==> src/rtl/instr_loader.sv <==
// Instruction ROM loader: takes a load command (base address, count), gathers four stream
// words per instruction, packs them into one wide instruction and issues a single-cycle ROM
// write per instruction. The core is held off while a load is in progress.
module instr_loader #(
    parameter int unsigned DataWidth = 32,
    parameter int unsigned AddrWidth = 10
) (
    input  logic                     clk,
    input  logic                     rst,
    input  logic                     start,
    input  logic [AddrWidth-1:0]     baseAddr,
    input  logic [AddrWidth:0]       numInstr,
    input  logic                     sWordValid,
    input  logic [DataWidth-1:0]     sWordData,
    output logic                     sWordReady,
    output logic [AddrWidth-1:0]     writeAddr,
    output logic [DataWidth*4-1:0]   writeData,
    output logic                     writeEn,
    output logic                     busy,
    output logic                     coreHold,
    output logic                     done,
    input  logic                     abort
);

    localparam int unsigned InstrWidth = DataWidth * 4;

    // Largest count a single command may load: one full pass over the ROM.
    localparam logic [AddrWidth:0]   MaxCount = {1'b1, {AddrWidth{1'b0}}};
    localparam logic [AddrWidth:0]   CountOne = {{AddrWidth{1'b0}}, 1'b1};
    localparam logic [AddrWidth-1:0] AddrOne  = {{(AddrWidth-1){1'b0}}, 1'b1};

    typedef enum logic [1:0] {
        StIdle,
        StRecv,
        StWrite,
        StDone
    } state_e;

    state_e                  state_q, state_d;
    logic [1:0]              word_idx_q, word_idx_d;
    logic [AddrWidth:0]      remaining_q, remaining_d;
    logic [AddrWidth-1:0]    cur_addr_q, cur_addr_d;
    logic [InstrWidth-1:0]   asm_q, asm_d;

    logic [AddrWidth:0]      clamped_count;
    logic                    handshake;

    assign clamped_count = (numInstr > MaxCount) ? MaxCount : numInstr;
    assign handshake     = sWordValid & sWordReady;

    // State and datapath registers; async reset clears everything so all outputs drop at once.
    always_ff @(posedge clk or posedge rst) begin
        if (rst) begin
            state_q     <= StIdle;
            word_idx_q  <= 2'd0;
            remaining_q <= '0;
            cur_addr_q  <= '0;
            asm_q       <= '0;
        end else begin
            state_q     <= state_d;
            word_idx_q  <= word_idx_d;
            remaining_q <= remaining_d;
            cur_addr_q  <= cur_addr_d;
            asm_q       <= asm_d;
        end
    end

    // Next-state and Moore outputs; every output depends only on registered state.
    always_comb begin
        state_d     = state_q;
        word_idx_d  = word_idx_q;
        remaining_d = remaining_q;
        cur_addr_d  = cur_addr_q;
        asm_d       = asm_q;
        sWordReady  = 1'b0;
        writeEn     = 1'b0;
        done        = 1'b0;

        unique case (state_q)
            StIdle: begin
                // start takes priority over abort here; abort is a no-op in idle.
                if (start) begin
                    cur_addr_d  = baseAddr;
                    remaining_d = clamped_count;
                    word_idx_d  = 2'd0;
                    asm_d       = '0;
                    state_d     = (clamped_count == '0) ? StDone : StRecv;
                end
            end

            StRecv: begin
                sWordReady = 1'b1;
                if (abort) begin
                    // Drop the partial instruction, including any word offered this cycle.
                    word_idx_d = 2'd0;
                    asm_d      = '0;
                    state_d    = StIdle;
                end else if (handshake) begin
                    asm_d[word_idx_q*DataWidth +: DataWidth] = sWordData;
                    word_idx_d = word_idx_q + 2'd1;
                    if (word_idx_q == 2'd3) begin
                        state_d = StWrite;
                    end
                end
            end

            StWrite: begin
                // The write in this cycle always completes, even under abort.
                writeEn     = 1'b1;
                cur_addr_d  = cur_addr_q + AddrOne;
                remaining_d = remaining_q - CountOne;
                if (abort) begin
                    state_d = StIdle;
                end else if (remaining_q == CountOne) begin
                    state_d = StDone;
                end else begin
                    state_d = StRecv;
                end
            end

            StDone: begin
                done    = 1'b1;
                state_d = StIdle;
            end

            default: begin
                state_d = StIdle;
            end
        endcase
    end

    assign writeAddr = cur_addr_q;
    assign writeData = asm_q;
    assign busy      = (state_q != StIdle);
    assign coreHold  = busy;

endmodule

==> config.mk <==
export PLATFORM = sky130hd
export DESIGN_NAME = instr_loader
export DESIGN_NICKNAME = d
export VERILOG_FILES = /design/src/rtl/instr_loader.sv
export SDC_FILE = /design/constraint.sdc
export NUM_CORES = 1
export LEC_CHECK = 0
export ABC_CLOCK_PERIOD_IN_PS = 15600
export CAP_MARGIN = 20
export CORE_AREA = 3 3 166 168
export CTS_BUF_LIST = sky130_fd_sc_hd__clkbuf_4
export DETAILED_ROUTE_END_ITERATION = 10
export DIE_AREA = 0 0 169 171
export GPL_TIMING_DRIVEN = 0
export HOLD_SLACK_MARGIN = 0.1
export PLACE_DENSITY = 0.47
export SLEW_MARGIN = 20
export SYNTH_ARGS = -nofsm -noshare
export SYNTH_HDL_FRONTEND = slang
export SYNTH_SLANG_ARGS = --single-unit
==> constraint.sdc <==
create_clock -name clk -period 15.6 [get_ports clk]
set_clock_uncertainty 0.05 [all_clocks]
set_input_delay 3.9 -clock clk [delete_from_list [all_inputs] [get_ports clk]]
set_output_delay 3.9 -clock clk [all_outputs]
set_load 0.05 [all_outputs]
### After elaboration in Yosys (flattened, before gate mapping)

Cells that the tools add are included.

* flip-flop bits (word level): 153
* latch bits: 0
* memory bits (writable): 0
* ROM bits: 0
* output and inout port bits: 143
* memories: 0

* add/subtract/negate cells: 4
* $mul: 0
* divide/modulo/power cells: 0
* order comparisons: 1
* equality and inequality tests: 8
* shifts and indexed selects: 2
* mux-type cells: 25
* bitwise operators: 1
* reduce and logical (&&, ||, !) cells: 8

Operators with widths (number)
* 128-bit 2-to-1 mux: 3
* 128-bit case mux with 2 select lines: 1
* 128-bit bitwise mux: 1
* 32-bit by 34-bit variable shift with 128-bit output, first input constant: 1
* 32-bit by 34-bit indexed part select with 128-bit output: 1
* 7-bit negator with 34-bit output: 1
* 11-bit 2-to-1 mux: 2
* 11-bit case mux with 2 select lines: 1
* 2-bit 2-to-1 mux: 10
* 10-bit case mux with 2 select lines: 1
* 11-bit by 1-bit equality test with 1-bit output, second input constant: 1
* 11-bit greater-than comparator, second input constant: 1
* 11-bit zero test: 1
* 11-bit by 1-bit subtractor with 11-bit output, second input constant: 1
* 10-bit by 1-bit adder with 10-bit output, second input constant: 1
* 10-bit 2-to-1 mux: 1
* 2-bit case mux with 4 select lines: 1
* 2-bit equality test, second input constant: 3
* 3-bit != test, second input constant: 2
* 3-bit AND reduction: 2
* 2-bit nonzero test: 3
* 2-bit case mux with 2 select lines: 1
* 1-bit 2-to-1 mux: 3
* 2-bit by 1-bit adder with 2-bit output, second input constant: 1
* other kinds (5): 5

### Depth between registers and ports, before layout

* word-level depth: 6
* mapped depth: 7

### Worst setup path before layout

Ideal clock, no wire load.

* path type: register -> output
* from: register state_q[1]
* to: output sWordReady
* data arrival time: 1.698 ns
* required time: 11.650 ns
* slack: 9.952 ns
* stages on the path, launching flop included: 5
* buffers on the path: 3
* cell sequence: dfrtp_1 > buf_2 > clkbuf_1 > clkbuf_1 > nor2b_1

* word-level cells in the longest chain between the ends: 2

Ends and longest elaborated chain
* start, declared: RTL line 39 `state_e state_q, state_d;`
* start signal, assigned: RTL line 54 `state_q <= StIdle;`
* start signal, assigned: RTL line 60 `state_q <= state_d;`
* 2-bit by 1-bit equality test with 1-bit output: RTL line 79 `unique case (state_q)`
* 1-bit 2-to-1 mux: RTL line 79
* end, declared: RTL line 15 `output logic sWordReady,`

Every way passes these cells.

### Worst setup path after layout

* from: register state_q[1]
* to: output done

* word-level cells in the longest chain between the ends: 2

Ends and longest elaborated chain
* 2-bit equality test: RTL line 79
* 1-bit 2-to-1 mux: RTL line 79
* end, declared: RTL line 21 `output logic done,`

Every way passes these cells.

==> impl_metrics.toml <==
[route]
ant_nets = 0
viasPerCell = 4.63
drt-total-wl_microns = 24100
firstDrtPassIters = 4
drc = 0
wl_per_cell_microns = 18.6
num_vias = 6005
drt_iter0_drc = 432

[setup_path]
required_ns = 11.65
path_max_fanout = 10
cpPeakStageDelay_ns = 0.80
worstSetupPathType = "flip-flop to output pin"
start_kind = "flip-flop"
path_cells = "buf_2 > clkbuf_1 > clkbuf_1 > and2_1 > clkdlybuf4s50_1"
worst_setup_path_end_kind = "output pin"
r2r_start = "word_idx_q[0]"
crit_slowest_cell = "clkdlybuf4s50_1"
reg2reg_to = "writeData[42]"
reg2reg_slack_ns = 12.79
critPathArrivalTime_ns = 3.12
cp_common_cell = "clkbuf_1"
r2r_cells = 7

[worst_hold_path]
hold_start = "writeData[117]"
hold_path_depth = 2
worstHoldEndpoint = "writeData[117]"
hp-class = "flip-flop to flip-flop"

[clock_network]
cts_resized = 0
ctsHoldBuffers = 0
worstSkewPairLatency_ns = 0.56
clockBufferDepth = 2
htreeDepth = 4
cts_tree = "done"
numCtsBuffers = 17
cts.sinks = 153
cts_root_buf = "clkbuf_4"
cts.clk_slew.worst_paths_ns = 0.16
cts_setup_buffers = 0

[power]
irDropWorstVdd_mv = 0.126
leakage_nw = 3.82
power_density_mw_per_mm2 = 150

[logic_synthesis]
synth.avg_cell_area_sq_um = 9.36
synthSimpleGateAreaFrac_pct = 16.5
synth-compound-area-share_pct = 17.5
syn_nets = 794
ys_ff_latch = 153
synthAdderAreaFrac_pct = 1.28
syn_inst = 729
synth.mux.area_fraction_pct = 0.147
ys_warn_count = 0
synthArstFlopShare_pct = 100
synth_top_family_by_area = "compound AO/OA/AOI/OAI gates"
synth_cell_types = 56
yosys.area_share.xor_xnor_pct = 0
synth_edf_count = 0
synthesis.area_sq_mm = 0.00682
yosysSeqAreaShare_pct = 56.1
ys.flop_type = "dfrtp_1"

[die]
dieArea_sq_mm = 0.0289
start_util_pct = 26.2
placementRows = 59
die-width_microns = 169
io-pin-count = 201
die_h_microns = 171
coreArea_sq_mm = 0.0261

[sta]
setup_viol = 0
hold_viol = 0
tns_ns = 0
worstMarginPinSlew_ns = 0.898
final_max_slew_viol_count = 0
maxSlewHeadroom_pct = 40.0
fin_crit_ns = 7.07
fmax_mhz = 141
rsz0062_at_grt = "no"
period_share_pct = 45.3

[global_route]
track_usage_pct = 16.6
antenna_found_initial = 1
grt_pass1_wl_microns = 37300
grt_overflow = 0
grt_pass1_vias = 6161
grt_max_degree = 96

[run_status]
status = "completed"

[finish]
drive_gt1_share_pct = 7.49
syn_to_final_growth_pct = 40.5
finalCoreUtilization_pct = 36.8
fin_cells = 1297
nets = 1013

[job]
maxCapViolations = 0

[placement]
dp_cells = 1264
portBuffers = 199
hpwl_microns = 17000
place_congestion = 0.752
## per-stage QoR
| step | area [sq um] | hold WS (ns) | total power [mW] | setup slack [ns] |
|---|---|---|---|---|
| after global routing | 9590 | 0.477 | 1.53 | 8.23 |
| after global placement | 9230 | 0.412 | 1.18 | 4.77 |
| final | 9590 | 0.445 | 1.44 | 8.53 |
| after CTS | 9580 | 0.451 | 1.46 | 8.45 |
| after detailed placement | 9280 | 0.420 | 1.19 | 8.97 |
| after floorplan | 6820 | 0.448 | 0.923 | 7.53 |
## worst max-delay path by stage
stage,startpoint,endpoint,depth (start not counted)
global placement,rst,writeData[65],2
detailed placement,abort,writeData[75],6
global route,state_q[1],done,5
finish,state_q[1],done,5
CTS,state_q[1],done,5
floorplan,rst,remaining_q[0],1
## synth_stat cells (2+ instances only)
| master | n | share of area, % |
|---|---|---|
| nor3b_2 | 2 | 0.37 |
| o21ai_1 | 19 | 1.4 |
| nand2b_1 | 4 | 0.37 |
| a311oi_1 | 2 | 0.26 |
| o21bai_1 | 3 | 0.33 |
| a211oi_1 | 5 | 0.55 |
| o32a_1 | 2 | 0.29 |
| a21o_1 | 2 | 0.22 |
| nor3_2 | 2 | 0.29 |
| and2_1 | 4 | 0.37 |
| nor4_1 | 3 | 0.28 |
| a31oi_1 | 3 | 0.28 |
| a211o_1 | 2 | 0.26 |
| or3_1 | 3 | 0.28 |
| nor2_1 | 15 | 0.83 |
| clkbuf_1 | 23 | 1.3 |
| nor2b_1 | 2 | 0.18 |
| nand2_1 | 76 | 4.2 |
| nand3_1 | 93 | 6.8 |
| buf_1 | 3 | 0.17 |
| a21oi_1 | 15 | 1.1 |
| ha_1 | 7 | 1.3 |
| a22o_1 | 10 | 1.3 |
| nor3_1 | 8 | 0.59 |
| buf_2 | 19 | 1.4 |
| a2111oi_4 | 2 | 0.81 |
| inv_1 | 99 | 5.4 |
| nand4_1 | 5 | 0.46 |
| o311ai_0 | 3 | 0.39 |
| dfrtp_1 | 153 | 56 |
| a221o_1 | 2 | 0.29 |
| o211ai_1 | 2 | 0.22 |
| o31ai_1 | 3 | 0.33 |
| o22a_1 | 2 | 0.26 |
| o21ai_0 | 108 | 7.9 |
| or3b_2 | 3 | 0.39 |
## logic make-up after synthesis
kind of cell    after synthesis
simple gates                228
compound gates              194
flops                       153
buf+inv                     146
fa+ha+maj                     7
mux                           1
## sequential cells by signal, summed over array words and instances, names as in the netlist
name and cells:
state_q 2, writeData 128, writeAddr 10, word_idx_q 2, remaining_q 11
## critical path: cells and delay by family (launching register included)
kind / cells / cell delay, ns
buf+inv: 4 / 1.92
flops: 1 / 0.43
simple gates: 1 / 0.20
## area by class of cell
| cell class | count | area (sq um) |
|---|---|---|
| Clock buffer | 18 | 135 |
| Buffer | 46 | 200 |
| Clock inverter | 14 | 166 |
| Antenna cell | 1 | 2.50 |
| Sequential cell | 153 | 3830 |
| Tap cell | 335 | 419 |
| Timing Repair Buffer | 200 | 2020 |
| Fill cell | 2683 | 16500 |
| Multi-Input combinational cell | 430 | 2430 |
| Inverter | 100 | 383 |
## power by group
part | internal, mW | switching [mW]
registers | 0.452 | 0.0558
logic | 0.194 | 0.467
clock network | 0.101 | 0.166
## routing by layer
metal | global-route usage [%] | up-vias | part of all wire [%]
li1 | - | 2928 | -
met1 | 23.6 | 2897 | 47
met2 | 26.0 | 162 | 46
met3 | 3.58 | 18 | 5.5
met4 | 4.27 | 0 | 1.1
met5 | 0 | - | 0
## cells in the final DEF (no fill, tap or decap), types with 3 or more instances in the layout
cell / count
o21ai_1: 18
buf_1: 3
clkdlybuf4s50_1: 199
buf_2: 19
a2111oi_4: 3
dfrtp_1: 153
nand2_1: 76
nand2b_1: 4
and2_1: 4
a211oi_1: 5
nor3_1: 8
clkbuf_1: 23
o21bai_1: 3
inv_6: 3
o311ai_0: 3
a31oi_1: 3
clkbuf_4: 18
clkinvlp_4: 5
a22o_1: 10
inv_1: 98
o31ai_1: 3
nor4_1: 3
ha_1: 7
nand4_1: 5
inv_8: 3
or3b_2: 3
o21ai_0: 108
or3_1: 3
nor2_1: 15
nand3_1: 93
a21oi_1: 15
No activity file was read; power rests on OpenSTA's default activity.
